==> src/rtl/pipe_hazard_ctrl.sv <==
`default_nettype none
// ============================================================================
// pipe_hazard_ctrl : forwarding, load-use stall, redirect flush and interrupt
//                    entry sequencing for a 5-stage in-order pipeline
// Revision: 1.0
// ============================================================================
module pipe_hazard_ctrl #(
  parameter int DRAIN_CYCLES = 3,
  parameter int CNT_W        = 16
) (
  input  logic             CLK,
  input  logic             RST,
  input  logic [4:0]       id_rs1,
  input  logic [4:0]       id_rs2,
  input  logic             id_use_rs1,
  input  logic             id_use_rs2,
  input  logic [31:0]      id_pc,
  input  logic [4:0]       ex_rs1,
  input  logic [4:0]       ex_rs2,
  input  logic [4:0]       ex_rd,
  input  logic             ex_regWrite,
  input  logic             ex_memRead2,
  input  logic [4:0]       mem_rd,
  input  logic [4:0]       wb_rd,
  input  logic             mem_regWrite,
  input  logic             wb_regWrite,
  input  logic             ex_redirect,
  input  logic             intr_req,
  output logic             pc_write,
  output logic             if_id_write,
  output logic             if_id_flush,
  output logic             id_ex_flush,
  output logic [1:0]       fwd_a,
  output logic [1:0]       fwd_b,
  output logic             trap_sel,
  output logic             int_take,
  output logic [31:0]      epc,
  output logic [CNT_W-1:0] bubble_cnt
);

  localparam int DW = (DRAIN_CYCLES > 1) ? $clog2(DRAIN_CYCLES) : 1;
  localparam logic [DW-1:0] C_DRAIN_LOAD = DW'(DRAIN_CYCLES - 1);

  typedef enum logic [1:0] {
    RUN       = 2'd0,
    INT_DRAIN = 2'd1,
    INT_ENTER = 2'd2
  } state_t;

  state_t           state_q, state_d;
  logic [DW-1:0]    cnt_q, cnt_d;
  logic [31:0]      epc_q, epc_d;
  logic [CNT_W-1:0] bubble_q, bubble_d;
  logic             load_use;
  logic             unused_ex_regwrite;

  assign unused_ex_regwrite = ex_regWrite;

  always_comb begin
    fwd_a = 2'b00;
    fwd_b = 2'b00;
    if (!RST) begin
      if (mem_regWrite && mem_rd != 5'd0 && mem_rd == ex_rs1)     fwd_a = 2'b01;
      else if (wb_regWrite && wb_rd != 5'd0 && wb_rd == ex_rs1)   fwd_a = 2'b10;
      if (mem_regWrite && mem_rd != 5'd0 && mem_rd == ex_rs2)     fwd_b = 2'b01;
      else if (wb_regWrite && wb_rd != 5'd0 && wb_rd == ex_rs2)   fwd_b = 2'b10;
    end
  end

  assign load_use = ex_memRead2 && (ex_rd != 5'd0) &&
                    ((id_use_rs1 && id_rs1 == ex_rd) || (id_use_rs2 && id_rs2 == ex_rd));

  always_comb begin
    state_d     = state_q;
    cnt_d       = cnt_q;
    epc_d       = epc_q;
    pc_write    = 1'b1;
    if_id_write = 1'b1;
    if_id_flush = 1'b0;
    id_ex_flush = 1'b0;
    trap_sel    = 1'b0;
    int_take    = 1'b0;
    if (RST) begin
      if_id_flush = 1'b1;
      id_ex_flush = 1'b1;
    end else begin
      case (state_q)
        RUN: begin
          if (ex_redirect) begin
            if_id_flush = 1'b1;
            id_ex_flush = 1'b1;
          end else if (intr_req) begin
            // The trigger cycle is the first of the DRAIN_CYCLES bubbles.
            pc_write    = 1'b0;
            if_id_flush = 1'b1;
            id_ex_flush = 1'b1;
            epc_d       = id_pc;
            cnt_d       = C_DRAIN_LOAD;
            state_d     = (DRAIN_CYCLES > 1) ? INT_DRAIN : INT_ENTER;
          end else if (load_use) begin
            pc_write    = 1'b0;
            if_id_write = 1'b0;
            id_ex_flush = 1'b1;
          end
        end
        INT_DRAIN: begin
          pc_write    = 1'b0;
          if_id_write = 1'b0;
          id_ex_flush = 1'b1;
          if (cnt_q != '0) cnt_d = cnt_q - DW'(1);
          if (cnt_q <= DW'(1)) state_d = INT_ENTER;
        end
        INT_ENTER: begin
          int_take    = 1'b1;
          trap_sel    = 1'b1;
          if_id_flush = 1'b1;
          id_ex_flush = 1'b1;
          state_d     = RUN;
        end
        default: state_d = RUN;
      endcase
    end
  end

  always_comb begin
    bubble_d = bubble_q;
    if (id_ex_flush && bubble_q != '1) bubble_d = bubble_q + CNT_W'(1);
  end

  always_ff @(posedge CLK) begin
    if (RST) begin
      state_q  <= RUN;
      cnt_q    <= '0;
      epc_q    <= '0;
      bubble_q <= '0;
    end else begin
      state_q  <= state_d;
      cnt_q    <= cnt_d;
      epc_q    <= epc_d;
      bubble_q <= bubble_d;
    end
  end

  assign epc        = epc_q;
  assign bubble_cnt = bubble_q;

endmodule
`default_nettype wire

==> config.mk <==
export PLATFORM = sky130hd
export DESIGN_NAME = pipe_hazard_ctrl
export DESIGN_NICKNAME = d
export VERILOG_FILES = /design/src/rtl/pipe_hazard_ctrl.sv
export SDC_FILE = /design/constraint.sdc
export NUM_CORES = 1
export LEC_CHECK = 0
export ABC_AREA = 1
export CAP_MARGIN = 5
export CORE_MARGIN = 5
export CORE_UTILIZATION = 25
export CTS_CLUSTER_DIAMETER = 40
export DETAILED_ROUTE_END_ITERATION = 16
export RECOVER_POWER = 50
export SLEW_MARGIN = 20
export SYNTH_ARGS = -nofsm -noshare
export SYNTH_HDL_FRONTEND = slang
export SYNTH_SLANG_ARGS = --single-unit
==> constraint.sdc <==
create_clock -name CLK -period 2.84 [get_ports CLK]
set_clock_uncertainty 0.1 [all_clocks]
set_input_delay 0.426 -clock CLK [delete_from_list [all_inputs] [get_ports CLK]]
set_output_delay 0.426 -clock CLK [all_outputs]
set_load 0.05 [all_outputs]
Word level (Yosys, flattened, before mapping)

Index checks and enable logic that the tools add are counted.

Bits in registers: 52
Logic and storage cells: 77
Output and inout bits: 58

Reduce and logical (&&, ||, !) cells: 22
Add/subtract/negate cells: 2
Bitwise operators: 1
Magnitude comparators: 1
Multiplexer cells: 34
Equality and inequality tests: 13

Operators by type and width:

| cell                                                                   | count |
|---|---|
| 5-bit == test                                                          | 6 |
| 2-bit two-way mux                                                      | 12 |
| 16-bit by 1-bit adder with 16-bit output (second input constant)       | 1 |
| 1-bit two-way mux                                                      | 16 |
| 16-bit != test (second input constant)                                 | 1 |
| 5-bit nonzero test                                                     | 3 |
| 1-bit logical AND                                                      | 11 |
| 2-bit != test (second input constant)                                  | 4 |
| 1-bit one-hot mux with 2 select lines                                  | 4 |
| 2-bit one-hot mux with 2 select lines                                  | 2 |
| 3-bit AND reduction                                                    | 2 |
| 4-bit AND reduction                                                    | 1 |
| 2-bit nonzero test                                                     | 2 |
| 2-bit by 1-bit == test with 1-bit output (second input constant)       | 1 |
| 2-bit == test (second input constant)                                  | 1 |
| 2-bit by 1-bit <= comparator with 1-bit output (second input constant) | 1 |
| 2-bit zero test                                                        | 1 |
| 2-bit OR reduction                                                     | 1 |
| 2-bit by 1-bit subtractor with 2-bit output (second input constant)    | 1 |
| 1-bit logical OR                                                       | 1 |
| 1-bit NOT                                                              | 1 |

Depth between registers and ports, before layout

Depth in word-level cells: 10
Gate-level depth with buffers: 14

Least setup slack after synthesis

No wires, ideal clock.

Path type: input to output
From: input RST
To: output trap_sel
Path buffers: 3
Data arrival time: 1852 ps
Data required time: 2314 ps
Setup slack: 462 ps
Stages on the path: 4
Path through: clkbuf_1 > buf_1 > nor2_1 > buf_4

Cells in the longest elaborated chain, start to end: 1

Ends and longest elaborated chain:

| item               | RTL line | RTL |
|---|---|---|
| start: declaration | 12       | `input logic RST,` |
| 1-bit two-way mux  | --       |  |
| end: declaration   | 35       | `output logic trap_sel,` |

Every way passes these cells.

Worst setup path in the final report

From: input mem_rd[3]
To: output fwd_b[0]

Cells in the longest elaborated chain, start to end: 5

Ends and longest elaborated chain:

| item                  | RTL line | RTL |
|---|---|---|
| start: declaration    | 23       | `input logic [4:0] mem_rd,` |
| 5-bit nonzero test    | 65       | `if (mem_regWrite && mem_rd != 5'd0 && mem_rd == ex_rs2) fwd_b = 2'b01;` |
| 1-bit logical AND     | 65       |  |
| 1-bit logical AND (*) | 65       |  |
| 2-bit two-way mux (*) | 65       |  |
| 2-bit two-way mux (*) | 62       | `if (!RST) begin` |
| end: declaration      | 34       | `output logic [1:0] fwd_b,` |

Mark *: on every way between the ends. The rest lies on a longest branch, timed or not.

==> PnR_summary.wiki <==
{| class="wikitable"
! Metric !! Value
|-
| Result of the run || finished, final reports clean
|-
| WS Path Type || in -> out
|-
| Combined area of the multi-input logic cells || roughly 0.0016 mm²
|-
| Post-Syn Nets || ~520
|-
| Clock tree root driver cell || sky130_fd_sc_hd__clkbuf_16
|-
| Port buffer count || 133
|-
| Total Die Area || between 0.01 and 0.015 mm²
|-
| Final #Nets || about 650
|-
| Worst-case clock buffer depth || 2
|-
| Proportion of power drawn by combinational gates || ~48%
|-
| Sequential area share after synthesis || between 30 and 40%
|-
| Ratio of total power to cell area || 660 mW/mm²
|-
| Aggregate global routing overflow || 0
|-
| Maximum number of pins on one net before global-route repair || 33
|-
| Via-to-Cell Ratio || between 4 and 5
|-
| Maximum clock frequency || approximately 380 MHz
|-
| Worst min-delay path class || reg -> reg
|-
| CTS buffer count || 5
|-
| Layer with the highest usage after global routing || met2
|-
| Final-layout setup total negative slack || 0 ns
|-
| Top post-synthesis cells by area || sky130_fd_sc_hd__dfxtp_1, sky130_fd_sc_hd__nor2_1, sky130_fd_sc_hd__nand2_1, sky130_fd_sc_hd__o21ai_0, sky130_fd_sc_hd__inv_1
|-
| Antenna violations before repair || 0
|-
| Number of I/O pins || about 140
|-
| Multiplexer area fraction after synthesis || 0%
|-
| Met3 track utilization from global routing || 6.68%
|-
| CTS clock-pin slew for the worst setup and hold paths || around 0.07 ns
|-
| Via count of the first global-routing pass || about 3200
|-
| TritonCTS clock tree || built
|-
| Crit path capture type || output port
|-
| Final critical path time including I/O delays and setup || around 2.7 ns
|-
| Reported net switching power || roughly 1.3 mW
|-
| Synthesized-area fraction occupied by adder cells || between 3 and 4%
|-
| Buffer count from post-CTS setup fixing || 0
|-
| Hold Violations, Final || 0
|-
| Required time of the worst setup path || ~2.3 ns
|-
| Clock Power Share || between 20% and 30%
|-
| Height of the die || around 120 µm
|-
| Share of layout cells above drive strength 1 || under 10%
|-
| Maximum fanout along the worst path || 3
|-
| GRT met2 Usage || around a fifth
|-
| Static leakage power || between 2 and 2.5 nW
|-
| Dominant combinational cell family by area after synthesis || simple AND/OR/NAND/NOR gates
|-
| Xor and xnor fraction of the mapped netlist area || under 10%
|-
| Number of H-tree levels || 2
|-
| Wire length of the first global-routing pass || 15.1 mm
|-
| Share of the synthesized area in compound gates (AO/OA/AOI/OAI) || roughly an eighth
|-
| Setup repair after global routing missed its margin || false
|-
| First-pass DRT Iterations || 4
|-
| Final wirelength || between 8 and 9 mm
|-
| Clk Latency, worst-skew pair || 0.29 ns
|-
| Share of the core filled with cells in the final layout || approximately two fifths
|-
| Share of the clock period used by the worst path after layout || 93.8%
|-
| Initial detailed-routing violation count || around 140
|-
| Portion of synthesized cell area occupied by the leading cell type || between 30% and 40%
|-
| Max rail drop VDD || between 300 and 400 µV
|-
| CP startpoint kind || primary input
|-
| Crit path DAT || approximately 2.1 ns
|-
| Detailed-placement wirelength estimate || 6.86 mm
|-
| Synth-to-Final Area Change || 57.7%
|-
| RD Place Congestion || around 0.87
|-
| Initial standard-cell utilization of the core || between 20% and 30%
|-
| Number of setup violations in the final report || 0
|-
| Kind of cell adding the most delay to the critical path || simple AND/OR/NAND/NOR gates
|-
| Simple-gate share of the synthesized area || between 30% and 40%
|-
| Count of cell types in the netlist || 32
|-
| Number of filler instances in the final layout || ~1200
|-
| Cell Rows || 39
|-
| Global-route total usage across every layer || 12.7%
|-
| Chain of cells forming the critical path || clkdlybuf4s50_1 > xor2_1 > or2_2 > nor4_1 > inv_1 > nor2_1 > buf_12
|-
| Cell internal pwr || roughly 1.7 mW
|-
| Max capacitance violation total || 0
|-
| Slew of the pin with the lowest slew margin || 0.980 ns
|-
| Post-Syn Area per Cell || a little under 7 µm²
|-
| Number of slew-limit violations in the final report || 0
|-
| Clock Sinks || 52
|-
| Number of storage elements in the synthesis netlist || between 50 and 60
|-
| Routed len/inst || 12.5 µm
|-
| Horizontal die dimension || between 100 and 150 µm
|-
| Delay of the slowest critical-path stage || 0.47 ns
|-
| Total via count in the routed design || around 3200
|-
| GR Layer Usage met1 || around 15%
|-
| Antenna-violating nets left || 0
|-
| Diodes inserted || 0
|-
| Sw frac || 44.2%
|-
| Count of cells resized by post-cts repair || 0
|-
| Crit path buf inv count || 3
|-
| Area of the core || 0.0114 mm²
|-
| Combined flip-flop and latch cell area || between 0.001 and 0.0015 mm²
|-
| Rel. slew slack || around 35%
|-
| Remaining design rule violation count || 0
|-
| Yosys warning count || 0
|-
| Count of mapped cells out of synthesis || roughly 430
|-
| Highest-delay cell along the critical path || sky130_fd_sc_hd__clkdlybuf4s50_1
|-
| Cell type contributing the most total cell area after synthesis || sky130_fd_sc_hd__dfxtp_1
|-
| Number of buffers added to fix hold violations after cts || 0
|-
| Area of the mapped netlist || 0.00292 mm²
|-
| Register share of total power || about 30%
|}
[power by group through the flow]
stage               Combinational [mW]  Clock, mW  Sequential (mW)
finish                            1.47      0.631            0.938
global route                      1.58      0.690            0.958
CTS                               1.53      0.651            0.945
detailed placement                1.52          0            0.958
global placement                  1.51          0            0.950
floorplan                        0.592          0             1.32
[metrics by stage]
stage	hold WS (ns)	std cells	total power, mW	setup slack, ns	instance area, µm²
global placement	0.388	696	2.46	0.169	4480
floorplan	0.389	432	1.91	0.462	2920
finish	0.396	704	3.04	0.176	4600
CTS	0.406	704	3.13	0.177	4630
detailed placement	0.393	696	2.48	0.189	4480
global route	0.440	704	3.22	0.0641	4600
[routing by layer]
layer  vias up  wire [µm]
li1       1629          -
met1      1426       3920
met2       108       3860
met3         5        975
met4         0         83
met5         -          0
[final timing paths]
check / startpoint / endpoint / slack [ns] / depth (start not counted)
setup / recovery: mem_rd[3] / fwd_b[0] / 0.18 / 7
hold / removal: bubble_cnt[7]$_SDFFE_PP0P_ / bubble_cnt[7]$_SDFFE_PP0P_ / 0.40 / 2
setup reg to reg: bubble_cnt[0]$_SDFFE_PP0P_ / bubble_cnt[1]$_SDFFE_PP0P_ / 0.58 / 9
hold reg to reg: bubble_cnt[7]$_SDFFE_PP0P_ / bubble_cnt[7]$_SDFFE_PP0P_ / 0.40 / 2
[synthesized netlist by cell type]
cell / count
sky130_fd_sc_hd__nor2_1: 91
sky130_fd_sc_hd__nand2_1: 73
sky130_fd_sc_hd__dfxtp_1: 52
sky130_fd_sc_hd__inv_1: 43
sky130_fd_sc_hd__o21ai_0: 35
sky130_fd_sc_hd__nand3_1: 24
sky130_fd_sc_hd__a21oi_1: 23
sky130_fd_sc_hd__xor2_1: 16
sky130_fd_sc_hd__clkbuf_1: 10
sky130_fd_sc_hd__nor3_1: 9
sky130_fd_sc_hd__xnor2_1: 9
sky130_fd_sc_hd__ha_1: 8
sky130_fd_sc_hd__nand2_2: 7
sky130_fd_sc_hd__inv_2: 3
sky130_fd_sc_hd__nor4_1: 3
sky130_fd_sc_hd__buf_1: 2
sky130_fd_sc_hd__buf_4: 2
sky130_fd_sc_hd__buf_6: 2
sky130_fd_sc_hd__nand2_4: 2
sky130_fd_sc_hd__nand4_1: 2
sky130_fd_sc_hd__o211ai_1: 2
sky130_fd_sc_hd__o22ai_1: 2
sky130_fd_sc_hd__o41ai_1: 2
sky130_fd_sc_hd__or2_2: 2
sky130_fd_sc_hd__a211oi_1: 1
sky130_fd_sc_hd__a21oi_2: 1
sky130_fd_sc_hd__a31oi_1: 1
sky130_fd_sc_hd__nand3_2: 1
sky130_fd_sc_hd__nor2_2: 1
sky130_fd_sc_hd__nor2_4: 1
sky130_fd_sc_hd__nor3_4: 1
sky130_fd_sc_hd__o2111ai_1: 1
[flip-flops by register name (all words and copies together) (netlist names)]
name and count:
epc 32, bubble_cnt 16, cnt_q 2, state_q 2
[kinds of logic (layout without fill, tap and decap cells)]
family	Yosys count	after routing
AND/OR/NAND/NOR	217	217
AO/OA/AOI/OAI	68	68
buffers and inverters	62	191
flip-flops	52	52
XOR/XNOR	25	25
adder cells (fa/ha/maj)	8	8
[worst min-delay path: stages, from the launching register on]
cell	delay (ns)
sky130_fd_sc_hd__dfxtp_1	0.34
sky130_fd_sc_hd__nand2_1	0.07
sky130_fd_sc_hd__a21oi_1	0.05
[cell usage in the layout, fill, tap and decap left out, types with 3 or more instances in the layout]
master / synthesis / final
sky130_fd_sc_hd__dfxtp_1: 52 / 52
sky130_fd_sc_hd__xor2_1: 16 / 16
sky130_fd_sc_hd__nor3_1: 9 / 10
sky130_fd_sc_hd__inv_1: 43 / 43
sky130_fd_sc_hd__dlygate4sd3_1: 0 / 48
sky130_fd_sc_hd__nand2_1: 73 / 73
sky130_fd_sc_hd__clkbuf_16: 0 / 5
sky130_fd_sc_hd__o21ai_0: 35 / 35
sky130_fd_sc_hd__nor4_1: 3 / 3
sky130_fd_sc_hd__nand3_1: 24 / 24
sky130_fd_sc_hd__nor2_1: 91 / 91
sky130_fd_sc_hd__xnor2_1: 9 / 9
sky130_fd_sc_hd__ha_1: 8 / 8
sky130_fd_sc_hd__buf_4: 2 / 4
sky130_fd_sc_hd__inv_2: 3 / 3
sky130_fd_sc_hd__a21oi_1: 23 / 23
sky130_fd_sc_hd__nand2_2: 7 / 7
sky130_fd_sc_hd__buf_12: 0 / 9
sky130_fd_sc_hd__clkdlybuf4s50_1: 0 / 75
[cell type report]
class	count	area share (%)
Inverter	46	3.76
Sequential cell	52	22.6
Timing Repair Buffer	137	31.4
Clock inverter	3	0.571
Clock buffer	5	2.72
Multi-Input combinational cell	318	35.0
Tap cell	143	3.89
No activity file was read; power rests on OpenSTA's default activity.
